==> src/rtl/isp_stream_sequencer_pkg.sv <==
// Shared encodings for the ISP run sequencer: colour tags, operating modes, FSM states.
// Colour rotation helper used by both input and output tag trackers.
package isp_stream_sequencer_pkg;

    localparam int COLOR_BIT_CNT = 2;
    localparam int MODE_BIT_CNT  = 2;

    localparam logic [COLOR_BIT_CNT-1:0] RED   = 2'd0;
    localparam logic [COLOR_BIT_CNT-1:0] GREEN = 2'd1;
    localparam logic [COLOR_BIT_CNT-1:0] BLUE  = 2'd2;
    localparam logic [COLOR_BIT_CNT-1:0] VOID  = 2'd3;

    localparam logic [MODE_BIT_CNT-1:0] STAGE14 = 2'd1;
    localparam logic [MODE_BIT_CNT-1:0] STAGE56 = 2'd2;

    typedef enum logic [1:0] {
        SEQ_IDLE  = 2'd0,
        SEQ_RUN   = 2'd1,
        SEQ_DRAIN = 2'd2,
        SEQ_DONE  = 2'd3
    } seq_state_t;

    // VOID (or anything unexpected) restarts the rotation at RED
    function automatic logic [COLOR_BIT_CNT-1:0] next_color(input logic [COLOR_BIT_CNT-1:0] c);
        case (c)
            RED:     return GREEN;
            GREEN:   return BLUE;
            default: return RED;
        endcase
    endfunction

    function automatic logic mode_legal(input logic [MODE_BIT_CNT-1:0] m);
        return (m == STAGE14) || (m == STAGE56);
    endfunction

endpackage

==> src/rtl/isp_color_tracker.sv <==
// Expected-tag register for an R->G->B stream; flags mismatches combinationally.
// Latency: o_mismatch same cycle as i_beat; expectation updates next cycle. No backpressure.
module isp_color_tracker
    import isp_stream_sequencer_pkg::*;
(
    input  logic                     clk,
    input  logic                     rst,
    input  logic                     i_clear,
    input  logic                     i_beat,
    input  logic [COLOR_BIT_CNT-1:0] i_color,
    output logic                     o_mismatch
);

    logic [COLOR_BIT_CNT-1:0] r_expect;

    // Always resync to the received tag; on a match this equals the normal rotation
    always_ff @(posedge clk) begin
        if (rst || i_clear) begin
            r_expect <= RED;
        end else if (i_beat) begin
            r_expect <= next_color(i_color);
        end
    end

    assign o_mismatch = i_beat & ((i_color == VOID) | (i_color != r_expect));

endmodule

==> src/rtl/isp_stream_sequencer.sv <==
// Run-level controller: latches mode, gates input beats, tracks tags, counts pixels, ends frame.
// Latency: in_accept combinational, status registered one cycle. No backpressure generated.
// Optional perf_cyc cycle counter when ISP_SEQ_PERF_EN is defined.
module isp_stream_sequencer
    import isp_stream_sequencer_pkg::*;
#(
    parameter int IMG_ROW     = 1024,
    parameter int IMG_COL     = 1024,
    parameter int TIMEOUT_CYC = 4096,
    parameter int CNT_W       = 21
) (
    input  logic                     clk,
    input  logic                     rst,
    input  logic                     start,
    input  logic [MODE_BIT_CNT-1:0]  mode_in,
    input  logic                     valid_in,
    input  logic [COLOR_BIT_CNT-1:0] color_in,
    input  logic                     last_pic_in,
    input  logic                     dp_valid_out,
    input  logic [COLOR_BIT_CNT-1:0] dp_color_out,
    input  logic                     dp_last_pic_out,
    output logic                     in_accept,
    output logic                     stage14_en,
    output logic                     stage56_en,
    output logic                     busy,
    output logic                     finish_operation,
    output logic                     proto_err,
    output logic                     timeout_err,
    output logic [CNT_W-1:0]         pix_cnt
`ifdef ISP_SEQ_PERF_EN
    ,
    output logic [31:0]              perf_cyc
`endif
);

    localparam int                TO_W      = $clog2(TIMEOUT_CYC + 1);
    localparam logic [CNT_W:0]    FRAME_PIX = (CNT_W + 1)'(IMG_ROW * IMG_COL);
    localparam logic [TO_W-1:0]   TO_LAST   = TO_W'(TIMEOUT_CYC - 1);

    seq_state_t              r_state;
    seq_state_t              w_next_state;
    logic [MODE_BIT_CNT-1:0] r_mode;
    logic [CNT_W-1:0]        r_pix_cnt;
    logic [TO_W-1:0]         r_idle;
    logic                    r_proto_err;
    logic                    r_timeout_err;

    logic w_busy, w_can_start, w_start_ok, w_start_bad, w_acc;
    logic w_out_beat, w_blue, w_final_pos, w_final, w_last_err;
    logic w_in_beat, w_in14_err, w_timeout, w_in_mis, w_out_mis;

    assign w_busy      = (r_state == SEQ_RUN) | (r_state == SEQ_DRAIN);
    assign w_can_start = start & ((r_state == SEQ_IDLE) | (r_state == SEQ_DONE));
    assign w_start_ok  = w_can_start & mode_legal(mode_in);
    assign w_start_bad = w_can_start & ~mode_legal(mode_in);
    assign w_acc       = valid_in & (r_state == SEQ_RUN);

    // Output side is watched in RUN too: the datapath can emit before input ends
    assign w_out_beat  = dp_valid_out & w_busy;
    assign w_blue      = w_out_beat & (dp_color_out == BLUE);
    assign w_final_pos = w_blue & (({1'b0, r_pix_cnt} + 1'b1) == FRAME_PIX);
    assign w_final     = w_final_pos & dp_last_pic_out;
    assign w_last_err  = w_out_beat & dp_last_pic_out & ~w_final_pos;

    assign w_in_beat   = w_acc & (r_mode == STAGE56);
    assign w_in14_err  = w_acc & (r_mode == STAGE14) & (color_in != VOID);
    assign w_timeout   = (r_state == SEQ_DRAIN) & ~dp_valid_out & (r_idle == TO_LAST);

    isp_color_tracker u_in_trk (
        .clk        (clk),
        .rst        (rst),
        .i_clear    (w_start_ok),
        .i_beat     (w_in_beat),
        .i_color    (color_in),
        .o_mismatch (w_in_mis)
    );

    isp_color_tracker u_out_trk (
        .clk        (clk),
        .rst        (rst),
        .i_clear    (w_start_ok),
        .i_beat     (w_out_beat),
        .i_color    (dp_color_out),
        .o_mismatch (w_out_mis)
    );

    always_ff @(posedge clk) begin
        if (rst) begin
            r_state <= SEQ_IDLE;
        end else begin
            r_state <= w_next_state;
        end
    end

    always_comb begin
        w_next_state = r_state;
        case (r_state)
            SEQ_IDLE:  if (w_start_ok) w_next_state = SEQ_RUN;
            SEQ_RUN:   if (w_acc && last_pic_in) w_next_state = w_final ? SEQ_DONE : SEQ_DRAIN;
            SEQ_DRAIN: if (w_final || w_timeout) w_next_state = SEQ_DONE;
            SEQ_DONE:  if (w_start_ok) w_next_state = SEQ_RUN;
            default:   w_next_state = SEQ_IDLE;
        endcase
    end

    always_ff @(posedge clk) begin
        if (rst) begin
            r_mode        <= '0;
            r_pix_cnt     <= '0;
            r_proto_err   <= 1'b0;
            r_timeout_err <= 1'b0;
        end else if (w_start_ok) begin
            r_mode        <= mode_in;
            r_pix_cnt     <= '0;
            r_proto_err   <= 1'b0;
            r_timeout_err <= 1'b0;
        end else begin
            if (w_start_bad | w_in_mis | w_out_mis | w_in14_err | w_last_err) begin
                r_proto_err <= 1'b1;
            end
            if (w_timeout) begin
                r_timeout_err <= 1'b1;
            end
            if (w_blue && (r_pix_cnt != {CNT_W{1'b1}})) begin
                r_pix_cnt <= r_pix_cnt + 1'b1;
            end
        end
    end

    always_ff @(posedge clk) begin
        if (rst || (r_state != SEQ_DRAIN) || dp_valid_out) begin
            r_idle <= '0;
        end else begin
            r_idle <= r_idle + 1'b1;
        end
    end

`ifdef ISP_SEQ_PERF_EN
    logic [31:0] r_perf_cyc;

    always_ff @(posedge clk) begin
        if (rst || w_start_ok) begin
            r_perf_cyc <= '0;
        end else if (w_busy && (r_perf_cyc != 32'hFFFF_FFFF)) begin
            r_perf_cyc <= r_perf_cyc + 32'd1;
        end
    end

    assign perf_cyc = r_perf_cyc;
`endif

    assign in_accept        = w_acc;
    assign busy             = w_busy;
    assign stage14_en       = w_busy & (r_mode == STAGE14);
    assign stage56_en       = w_busy & (r_mode == STAGE56);
    assign finish_operation = (r_state == SEQ_DONE);
    assign proto_err        = r_proto_err;
    assign timeout_err      = r_timeout_err;
    assign pix_cnt          = r_pix_cnt;

endmodule
==> config.mk <==
export PLATFORM = sky130hd
export DESIGN_NAME = isp_stream_sequencer
export DESIGN_NICKNAME = d
export VERILOG_FILES = /design/src/rtl/isp_stream_sequencer_pkg.sv /design/src/rtl/isp_color_tracker.sv /design/src/rtl/isp_stream_sequencer.sv
export SDC_FILE = /design/constraint.sdc
export NUM_CORES = 1
export LEC_CHECK = 0
export CORE_MARGIN = 1.5
export CORE_UTILIZATION = 30
export DETAILED_ROUTE_END_ITERATION = 16
export GPL_TIMING_DRIVEN = 0
export HOLD_SLACK_MARGIN = 0.03
export PLACE_DENSITY_LB_ADDON = 0.1
export SETUP_SLACK_MARGIN = 0.2
export SLEW_MARGIN = 5
export SYNTH_ARGS = -nofsm -noshare
export SYNTH_HDL_FRONTEND = slang
export SYNTH_SLANG_ARGS = --single-unit
==> constraint.sdc <==
create_clock -name clk -period 8.19 [get_ports clk]
set_clock_uncertainty 0.1 [all_clocks]
set_input_delay 1.638 -clock clk [delete_from_list [all_inputs] [get_ports clk]]
set_output_delay 1.638 -clock clk [all_outputs]
set_load 0.02 [all_outputs]
==> results.cfg <==
[timing]
min_period_ns = 4.65
slew_violations = 0
max_freq_mhz = 215
fin_ws_ns = 3.54
rsz0062_at_grt = no
fin_tns_setup_ns = 0
finalHoldViolations = 0
fin_crit_sh_pct = 56.7
worst_slew_pin_slew_ns = 0.571
slew_headroom_pct = 61.9
setup_viol = 0

[route]
wl_per_cell_microns = 13.0
drtIter0Drc = 57
drc = 0
firstDrtPassIters = 4
vias_per_cell = 4.90
drtAntennaViolNets = 0
wl_mm = 5.80
vias = 2186

[power_and_ir_drop]
peakVddDrop_mv = 0.0701
pwr-share-seq_pct = 43.3
p_sw_mw = 0.167
powerDensity_mw_per_mm2 = 174
clkPwrFrac_pct = 31.2
p_leak_nw = 1.06
comb_power_share_pct = 25.4
p_int_mw = 0.373
switching_share_pct = 30.9

[worst_setup_path]
timing_worst_setup_path_type = input pin to primary output
slowest_delay_ns = 0.62
cp_max_fo = 3
arrival_ns = 2.91
crit_path_start_kind = input pin
path_cells = clkdlybuf4s50_1 > and2_1 > clkdlybuf4s50_1
crit_path_frequent_cell = clkdlybuf4s50_1
critPathCaptureType = primary output
required_ns = 6.45
path_delay_family = buffers and inverters
cp_num_buf_inv = 2
slowest_stage = clkdlybuf4s50_1

[global_routing]
grt_pass1_vias = 2069
grt_antenna_before_repair = 0
grt_first_pass_wirelength_mm = 10.1
track_usage_pct = 14.5
grt_overflow = 0
grt_max_degree = 15

[run_status]
status = finished, final reports clean

[synthesis]
avgSynthCellArea_sq_um = 8.31
synth_seq_cells = 44
ys_seq_area_share_pct = 35.8
synth_area_sq_mm = 0.00246
yosysWarnings = 0
syn-instance-count = 296
syn_nets = 316
yosys.area.top_type = dfxtp_1
synthArstFlopShare_pct = 0
netlist-cell-type-count = 52
yosys-top-cells-area = dfxtp_1 36%, xnor2_1 7.5%, nor2_1 6.4%
synth_top_area_share_pct = 35.8
synth_edf_count = 0
synth_ff_type = dfxtp_1

[flow_run]
maxCapViolations = 0

[placed_design]
pre_cts_ws_ns = 3.54
portBuffers = 40
place_congestion = 0.763
dp_hpwl_mm = 4.27

[floorplanning]
coreArea_sq_mm = 0.00785
ios = 41
die_area_sq_mm = 0.00875
start_util_pct = 31.3
num_rows = 32
die_w_microns = 93.6
die_h_microns = 93.6

[finish]
synthToLayoutAreaGrowth_pct = 26.0
drive_gt1_share_pct = 6.40
insertedDiodeCount = 0
nets = 363

[clock_tree]
cts_tree = built
post_cts_resized = 0
clk_pin_slew_ns = 0.09
cts_sinks = 44
cts_inserted_buffers = 5
postCtsHoldBufs = 0
clk_path_buf_depth = 2
h-tree-depth = 2
clkLatencyLatePin_ns = 0.30
cts_setup_buffers = 0
root_buffer = clkbuf_8

[worst_hold_path]
worstHoldPathType = flip-flop to flip-flop
==> power groups by stage <==
stage / clock (mW) / combinational [mW] / sequential (mW)
global placement: 0 / 0.139 / 0.239
global route: 0.187 / 0.154 / 0.236
detailed placement: 0 / 0.139 / 0.239
CTS: 0.176 / 0.139 / 0.234
finish: 0.168 / 0.137 / 0.234
floorplan: 0 / 0.0866 / 0.240
==> synth_stat cells, types with 2 or more instances <==
master,number
ha_1,7
clkbuf_1,7
and3_1,10
nor3b_1,4
or3_1,7
xnor2_1,21
o31a_1,2
dfxtp_1,44
buf_1,2
inv_1,11
nand3b_1,2
o21ai_0,12
and4_1,4
nor3_1,15
nor2_1,42
a21oi_1,19
nand4_1,9
xor2_1,11
a41oi_1,2
o211ai_1,2
nand2_1,14
nand3_1,9
buf_2,6
nor4_1,5
and4b_1,2
==> placed cells by master (no fill, tap or decap), drive strengths merged, types with 6 or more instances in the layout <==
| cell type | n |
|---|---|
| and3 | 10 |
| dfxtp | 44 |
| ha | 7 |
| or3 | 7 |
| xor2 | 11 |
| clkdlybuf4s50 | 40 |
| nor3 | 15 |
| a21oi | 20 |
| nand4 | 10 |
| nor4 | 6 |
| nor2 | 42 |
| inv | 11 |
| buf | 8 |
| xnor2 | 21 |
| o21ai | 13 |
| nand3 | 10 |
| nand2 | 14 |
| clkbuf | 12 |
==> layer usage <==
| layer | GRT usage, % | part of all wire (%) | up-vias | routed length [microns] |
|---|---|---|---|---|
| li1 | - | - | 1151 | - |
| met1 | 20.2 | 52 | 993 | 3010 |
| met2 | 22.5 | 44 | 35 | 2540 |
| met3 | 3.17 | 3.1 | 7 | 179 |
| met4 | 4.23 | 1.2 | 0 | 68 |
| met5 | 0 | 0 | - | 0 |
==> state kept, by name, summed over array words and instances (netlist names) <==
name	cells
pix_cnt	21
u_out_trk.r_expect	2
r_state	2
proto_err	1
u_in_trk.r_expect	2
r_mode	2
timeout_err	1
r_idle	13
==> cell type report <==
cell class / instances / area, sq um
clock buffer: 5 / 68.8
sequential: 44 / 881
inverter: 11 / 41.3
tap: 102 / 128
clock inverter: 3 / 42.5
multi-input combinational: 226 / 1470
timing repair buffer: 40 / 400
buffer: 15 / 63.8
fill: 854 / 4750
==> kinds of logic after synthesis <==
family | count (synthesis) | synth area share (%)
AOI/OAI and AO/OA | 52 | 13.5
xor gates and xnor gates | 32 | 11.4
adders and majority gates | 7 | 3.56
buffers and inverters | 26 | 4.27
DFF | 44 | 35.8
muxes | 2 | 0.865
and+or+nand+nor | 133 | 30.6
==> per-stage QoR <==
stage | power (mW) | instance area [sq um] | hold WS (ns) | std cells | util (%)
detailed placement | 0.377 | 2990 | 0.353 | 438 | 38.1
finish | 0.539 | 3100 | 0.368 | 446 | 39.5
global placement | 0.378 | 2990 | 0.345 | 438 | 38.1
CTS | 0.549 | 3100 | 0.374 | 446 | 39.5
global route | 0.577 | 3100 | 0.420 | 446 | 39.5
floorplan | 0.327 | 2460 | 0.330 | 296 | -
==> worst register-to-register path: stages (launching register included) <==
cell and delay [ns]:
dfxtp_1 0.41, inv_1 0.09, ha_1 0.28, buf_2 0.17
nand2b_4 0.19, nor3b_2 0.31, a21boi_0 0.44, o221ai_1 0.29
nor4_1 0.46, o21ai_1 0.15, mux2_1 0.32
==> path summary, 6_finish.rpt <==
| check | startpoint | to | slack [ns] | depth (start not counted) |
|---|---|---|---|---|
| max reg2reg | r_state[0] | r_state[1] | 4.88 | 10 |
| max | valid_in | in_accept | 3.54 | 3 |
| min | r_idle[0] | r_idle[0] | 0.37 | 1 |
| min reg2reg | r_idle[0] | r_idle[0] | 0.37 | 1 |
No activity file was read; power rests on OpenSTA's default activity.
